## src/rtl/mips_pkg.sv

```systemverilog
// Shared MIPS definitions: multiply/divide opcodes, MDU state encoding, iteration count.
package mips_pkg;

  localparam int unsigned MD_ITER = 32;

  typedef enum logic [2:0] {
    MD_MULT  = 3'd0,
    MD_MULTU = 3'd1,
    MD_DIV   = 3'd2,
    MD_DIVU  = 3'd3,
    MD_MTHI  = 3'd4,
    MD_MTLO  = 3'd5
  } md_op_t;

  typedef enum logic [1:0] {
    IDLE = 2'd0,
    RUN  = 2'd1,
    FIX  = 2'd2
  } md_state_t;

  // True for the ops that occupy the iterative datapath.
  function automatic logic is_md_arith(input md_op_t op);
    logic r;
    case (op)
      MD_MULT, MD_MULTU, MD_DIV, MD_DIVU: r = 1'b1;
      default:                            r = 1'b0;
    endcase
    return r;
  endfunction

  // True for the divide ops.
  function automatic logic is_md_div(input md_op_t op);
    logic r;
    case (op)
      MD_DIV, MD_DIVU: r = 1'b1;
      default:         r = 1'b0;
    endcase
    return r;
  endfunction

endpackage

```

## src/rtl/mdu_sign.sv

```systemverilog
// Operand conditioning: magnitudes for the unsigned datapath plus the sign fixup flags.
module mdu_sign
  import mips_pkg::*;
(
  input  md_op_t      op,
  input  logic [31:0] rs_data,
  input  logic [31:0] rt_data,
  output logic [31:0] a_mag,
  output logic [31:0] b_mag,
  output logic        neg_res,
  output logic        neg_rem
);

  // Signed ops work on absolute values; the result/remainder are negated afterwards.
  always_comb begin
    a_mag   = rs_data;
    b_mag   = rt_data;
    neg_res = 1'b0;
    neg_rem = 1'b0;
    case (op)
      MD_MULT, MD_DIV: begin
        a_mag   = rs_data[31] ? (32'd0 - rs_data) : rs_data;
        b_mag   = rt_data[31] ? (32'd0 - rt_data) : rt_data;
        neg_res = rs_data[31] ^ rt_data[31];
        neg_rem = (op == MD_DIV) ? rs_data[31] : 1'b0;
      end
      default: begin
        a_mag   = rs_data;
        b_mag   = rt_data;
      end
    endcase
  end

endmodule

```

## src/rtl/mdu.sv

```systemverilog
// Iterative multiply/divide unit owning the HI/LO registers.
// One radix-2 step per cycle for 32 cycles, then a fixup cycle that writes HI/LO.
module mdu
  import mips_pkg::*;
(
  input  logic        clk,
  input  logic        rst,
  input  logic        start,
  input  md_op_t      op,
  input  logic [31:0] rs_data,
  input  logic [31:0] rt_data,
  input  logic        flush,
  output logic        busy,
  output logic        done,
  output logic [31:0] hi,
  output logic [31:0] lo
);

  md_state_t   state_q, state_d;
  logic [4:0]  cnt_q, cnt_d;
  logic [63:0] prod_q, prod_d;
  logic [31:0] rem_q, rem_d;
  logic [31:0] quo_q, quo_d;
  logic [31:0] a_q, a_d;
  logic [31:0] b_q, b_d;
  logic [31:0] rs_raw_q, rs_raw_d;
  logic        is_div_q, is_div_d;
  logic        div0_q, div0_d;
  logic        neg_res_q, neg_res_d;
  logic        neg_rem_q, neg_rem_d;
  logic [31:0] hi_q, hi_d;
  logic [31:0] lo_q, lo_d;
  logic        busy_q, busy_d;
  logic        done_q, done_d;

  logic [31:0] a_mag_s, b_mag_s;
  logic        neg_res_s, neg_rem_s;
  logic [32:0] sum_s;
  logic [32:0] rem_sh_s;
  logic [63:0] prod_fix_s;

  mdu_sign u_sign (
    .op      (op),
    .rs_data (rs_data),
    .rt_data (rt_data),
    .a_mag   (a_mag_s),
    .b_mag   (b_mag_s),
    .neg_res (neg_res_s),
    .neg_rem (neg_rem_s)
  );

  // Next-state, datapath step and HI/LO write selection.
  always_comb begin
    state_d    = state_q;
    cnt_d      = cnt_q;
    prod_d     = prod_q;
    rem_d      = rem_q;
    quo_d      = quo_q;
    a_d        = a_q;
    b_d        = b_q;
    rs_raw_d   = rs_raw_q;
    is_div_d   = is_div_q;
    div0_d     = div0_q;
    neg_res_d  = neg_res_q;
    neg_rem_d  = neg_rem_q;
    hi_d       = hi_q;
    lo_d       = lo_q;
    busy_d     = busy_q;
    done_d     = 1'b0;
    sum_s      = {1'b0, prod_q[63:32]} + {1'b0, (prod_q[0] ? a_q : 32'd0)};
    rem_sh_s   = {rem_q, quo_q[31]};
    prod_fix_s = neg_res_q ? (64'd0 - prod_q) : prod_q;

    case (state_q)
      IDLE: begin
        busy_d = 1'b0;
        if (start && !flush) begin
          if (is_md_arith(op)) begin
            a_d       = a_mag_s;
            b_d       = b_mag_s;
            neg_res_d = neg_res_s;
            neg_rem_d = neg_rem_s;
            rs_raw_d  = rs_data;
            is_div_d  = is_md_div(op);
            div0_d    = (rt_data == 32'd0);
            prod_d    = {32'd0, b_mag_s};
            rem_d     = 32'd0;
            quo_d     = a_mag_s;
            cnt_d     = 5'd0;
            busy_d    = 1'b1;
            state_d   = RUN;
          end else if (op == MD_MTHI) begin
            hi_d = rs_data;
          end else if (op == MD_MTLO) begin
            lo_d = rs_data;
          end else begin
            hi_d = hi_q;
          end
        end else begin
          state_d = IDLE;
        end
      end

      RUN: begin
        if (flush) begin
          busy_d  = 1'b0;
          state_d = IDLE;
        end else begin
          if (is_div_q) begin
            // Restoring step: subtract only when the shifted remainder covers the divisor.
            if (rem_sh_s >= {1'b0, b_q}) begin
              rem_d = 32'(rem_sh_s - {1'b0, b_q});
              quo_d = {quo_q[30:0], 1'b1};
            end else begin
              rem_d = rem_sh_s[31:0];
              quo_d = {quo_q[30:0], 1'b0};
            end
          end else begin
            // Shift-add: multiplier bits consumed from the low end of the product.
            prod_d = {sum_s, prod_q[31:1]};
          end
          if (cnt_q == 5'(MD_ITER - 1)) begin
            state_d = FIX;
          end else begin
            cnt_d = cnt_q + 5'd1;
          end
        end
      end

      FIX: begin
        busy_d  = 1'b0;
        state_d = IDLE;
        if (flush) begin
          done_d = 1'b0;
        end else begin
          done_d = 1'b1;
          if (!is_div_q) begin
            hi_d = prod_fix_s[63:32];
            lo_d = prod_fix_s[31:0];
          end else if (div0_q) begin
            hi_d = rs_raw_q;
            lo_d = 32'hFFFF_FFFF;
          end else begin
            lo_d = neg_res_q ? (32'd0 - quo_q) : quo_q;
            hi_d = neg_rem_q ? (32'd0 - rem_q) : rem_q;
          end
        end
      end

      default: begin
        busy_d  = 1'b0;
        state_d = IDLE;
      end
    endcase
  end

  // State and datapath registers with synchronous reset.
  always_ff @(posedge clk) begin
    if (rst) begin
      state_q   <= IDLE;
      cnt_q     <= 5'd0;
      prod_q    <= 64'd0;
      rem_q     <= 32'd0;
      quo_q     <= 32'd0;
      a_q       <= 32'd0;
      b_q       <= 32'd0;
      rs_raw_q  <= 32'd0;
      is_div_q  <= 1'b0;
      div0_q    <= 1'b0;
      neg_res_q <= 1'b0;
      neg_rem_q <= 1'b0;
      hi_q      <= 32'd0;
      lo_q      <= 32'd0;
      busy_q    <= 1'b0;
      done_q    <= 1'b0;
    end else begin
      state_q   <= state_d;
      cnt_q     <= cnt_d;
      prod_q    <= prod_d;
      rem_q     <= rem_d;
      quo_q     <= quo_d;
      a_q       <= a_d;
      b_q       <= b_d;
      rs_raw_q  <= rs_raw_d;
      is_div_q  <= is_div_d;
      div0_q    <= div0_d;
      neg_res_q <= neg_res_d;
      neg_rem_q <= neg_rem_d;
      hi_q      <= hi_d;
      lo_q      <= lo_d;
      busy_q    <= busy_d;
      done_q    <= done_d;
    end
  end

  assign busy = busy_q;
  assign done = done_q;
  assign hi   = hi_q;
  assign lo   = lo_q;

endmodule

```

## config.mk

```make
export PLATFORM = sky130hd
export DESIGN_NAME = mdu
export DESIGN_NICKNAME = d
export VERILOG_FILES = /design/src/rtl/mips_pkg.sv /design/src/rtl/mdu_sign.sv /design/src/rtl/mdu.sv
export SDC_FILE = /design/constraint.sdc
export NUM_CORES = 1
export LEC_CHECK = 0
export BUFFER_PORTS_ARGS = -buffer_cell sky130_fd_sc_hd__buf_2
export CORE_UTILIZATION = 35
export DETAILED_ROUTE_END_ITERATION = 10
export PLACE_DENSITY = 0.6
export SETUP_SLACK_MARGIN = 0.15
export SYNTH_ARGS = -nofsm -noshare
export SYNTH_HDL_FRONTEND = slang
export SYNTH_SLANG_ARGS = --single-unit
```

## constraint.sdc

```tcl
create_clock -name clk -period 4.1 [get_ports clk]
set_input_delay 0.205 -clock clk [delete_from_list [all_inputs] [get_ports clk]]
set_output_delay 0.205 -clock clk [all_outputs]
set_load 0.02 [all_outputs]
```

==> metrics.cfg <==
[global_route]
global_route.usage.met1=0.361
grtUsageMet3=0.0376
antenna_found_initial=1
grt_max_degree=117
top_usage_layer=met2
grt_pass1_vias=18500
use_met2=0.420
grt_pass1_wl_mm=114
grt_use_total=0.264
grt_remaining_overflow=0

[place]
port-buffer-count=136
dp.cells=3374
dp_hpwl_mm=57.0
gp_congestion=0.951
pre_cts_slack_ns=0.352

[setup_path]
worstPathArrival_ns=4.30
critical_path_class=flip-flop to flip-flop
startpoint_type=flip-flop
required_ns=4.58
reg2regPathDepth=10
cp-end-kind=flip-flop
cp_max_fo=10

[timing]
min_period_ns=3.82
hold_viol_final=0
finalSetupViolCount=0
tns_ns=0
worst_pin_slew_ns=1.08
slew_viol_final=0
fin_skew_ns=0.0156
slew_headroom=0.283
rsz0062_at_grt=true
min_period_over_period=0.931
setup_ws_ns=0.283
max_freq_mhz=262
hold_slack_ns=0.0271

[logic_synthesis]
synthFlopType=dfxtp_1
syn-cell-area_sq_um=19500
ys_seq_area_frac=0.308
synth_edf_count=0
synth.net_count=2766
ys_warn_count=0
ys_top_cells_by_area=dfxtp_1, nor2_1, a21oi_1
synth_top_cell_by_area=dfxtp_1
synth_seq_cells=300
yosysUniqueCellTypes=71
synthArstFlopShare=0
yosysTopAreaCellShare=0.308
netlist_instances=2622
synth.avg_cell_area_sq_um=7.45

[floorplan]
die_area_sq_um=56700
die-width_um=238
rows=86
start_util=0.354
die_h_um=238
pin_count=137
core_region_area_sq_um=55100

[run_status]
status=finished, final reports clean

[route]
drc=0
viasPerCell=5.85
wirelength_mm=76.7
dr.pass1.iters=6
drt.antenna.violating_nets=0
detail_route.wl_per_cell_um=22.1
drt_iter0_markers=2116
vias=20300

[cts]
cts-root-buf=clkbuf_16
clkTransAtPathRegs_ns=0.06
h-tree-depth=2
cts_buffers=38
post_cts_buffers=0
tritoncts=built
clock-sinks=300
clockBufferDepth=3
clk_latency_ns=0.57

[power]
irDropWorstVdd_v=0.000262
power_leakage_nw=8.87
p_per_area_nw_per_um2=349

[final_layout]
num_antenna_cells=0
syn_to_final_growth_pct=15.6
drive_gt1_frac=0.106
layout_commonest_cell=nor2_1
final_nets=2839
final_cells=3471
mostFrequentLayoutCells=nor2_1, dfxtp_1, nand2_1, a21oi_1, o21ai_0

[worst_hold_path]
holdPathStages=4
holdCritPathClass=input pin to flip-flop

[flow_run]
drv_cap=0

registers in the layout (all words and copies together), names as in the netlist:
| register | flops |
|---|---|
| neg_res_q | 1 |
| rs_raw_q | 31 |
| neg_rem_q | 1 |
| busy | 1 |
| lo | 32 |
| hi | 32 |
| rem_q | 32 |
| a_q | 32 |
| done | 1 |
| b_q | 32 |
| div0_q | 1 |
| quo_q | 32 |
| is_div_q | 1 |
| cnt_q | 5 |
| state_q | 2 |
| prod_q | 64 |
cell type report:
cell class	instances	area, sq um
Inverter	70	263
Sequential cell	300	6010
Fill cell	5715	32500
Multi-Input combinational cell	2062	12600
Clock buffer	52	1120
Tap cell	748	936
Clock inverter	16	205
Timing Repair Buffer	223	1430
Yosys cell counts (all sizes together), types with 27 or more instances:
master  instances
nor2          332
dfxtp         300
nand2         279
a21oi         237
o21ai         184
clkbuf        167
xnor2         134
a211oi        116
xor2           88
ha             71
inv            70
nor3           51
nand3          43
o31ai          41
and2           35
nor4           30
o41ai          30
nand2b         29
a21o           28
a31oi          27
o22ai          27
logic make-up (layout without fill, tap and decap cells):
kind of cell	Yosys count	in the layout	synth area share
flops	300	300	0.308
xor+xnor	222	222	0.0996
simple gates	919	919	0.214
fa+ha+maj	73	73	0.0476
mux	14	14	0.00718
compound gates	834	834	0.274
buf+inv	260	361	0.0502
worst max-delay path: stages, from the launching register on:
cell and delay (ns):
dfxtp_1 0.38, or4_1 0.62, nor4_2 0.34, or4b_1 0.48, or2_1 0.37, or3_1 0.58, o41ai_1 0.39, xor2_1 0.12
o21ai_1 0.13, a21oi_1 0.05, nor4_1 0.25
metal layers:
| layer | up-vias | wire length (um) | part of all wire |
|---|---|---|---|
| li1 | 9599 | - | - |
| met1 | 9680 | 33400 | 0.43 |
| met2 | 890 | 34500 | 0.45 |
| met3 | 137 | 6160 | 0.080 |
| met4 | 0 | 2720 | 0.035 |
| met5 | - | 0 | 0 |
stage by stage:
step	utilization	area (sq um)	total power, mW
2_1_floorplan	-	19500	3.89
3_3_place_gp	0.380	21000	4.30
3_5_place_dp	0.380	21000	4.32
4_1_cts	0.410	22600	7.91
5_1_grt	0.410	22600	8.16
6_report	0.410	22600	7.89
path summary, 6_finish.rpt:
| check | startpoint | endpoint | slack, ns |
|---|---|---|---|
| hold reg to reg | a_q[29] | a_q[29] | 0.45 |
| setup / recovery | prod_q[24] | hi[20] | 0.28 |
| setup reg to reg | prod_q[24] | hi[20] | 0.28 |
| hold / removal | rt_data[30] | div0_q | 0.03 |
what timing repair did:
action	in CTS	in global routing
hold buffers	29	0
endpoints found under the hold margin	30	0
endpoints found under the setup margin	0	8
gates resized for setup	0	2
power by group:
group / internal, mW / switching (mW) / total [mW]
Sequential: 3.00 / 0.0862 / 3.09
Clock: 2.17 / 1.42 / 3.59
Combinational: 0.417 / 0.802 / 1.22
Total: 5.58 / 2.30 / 7.89
Note: power is estimated with default switching activity, not from simulation.
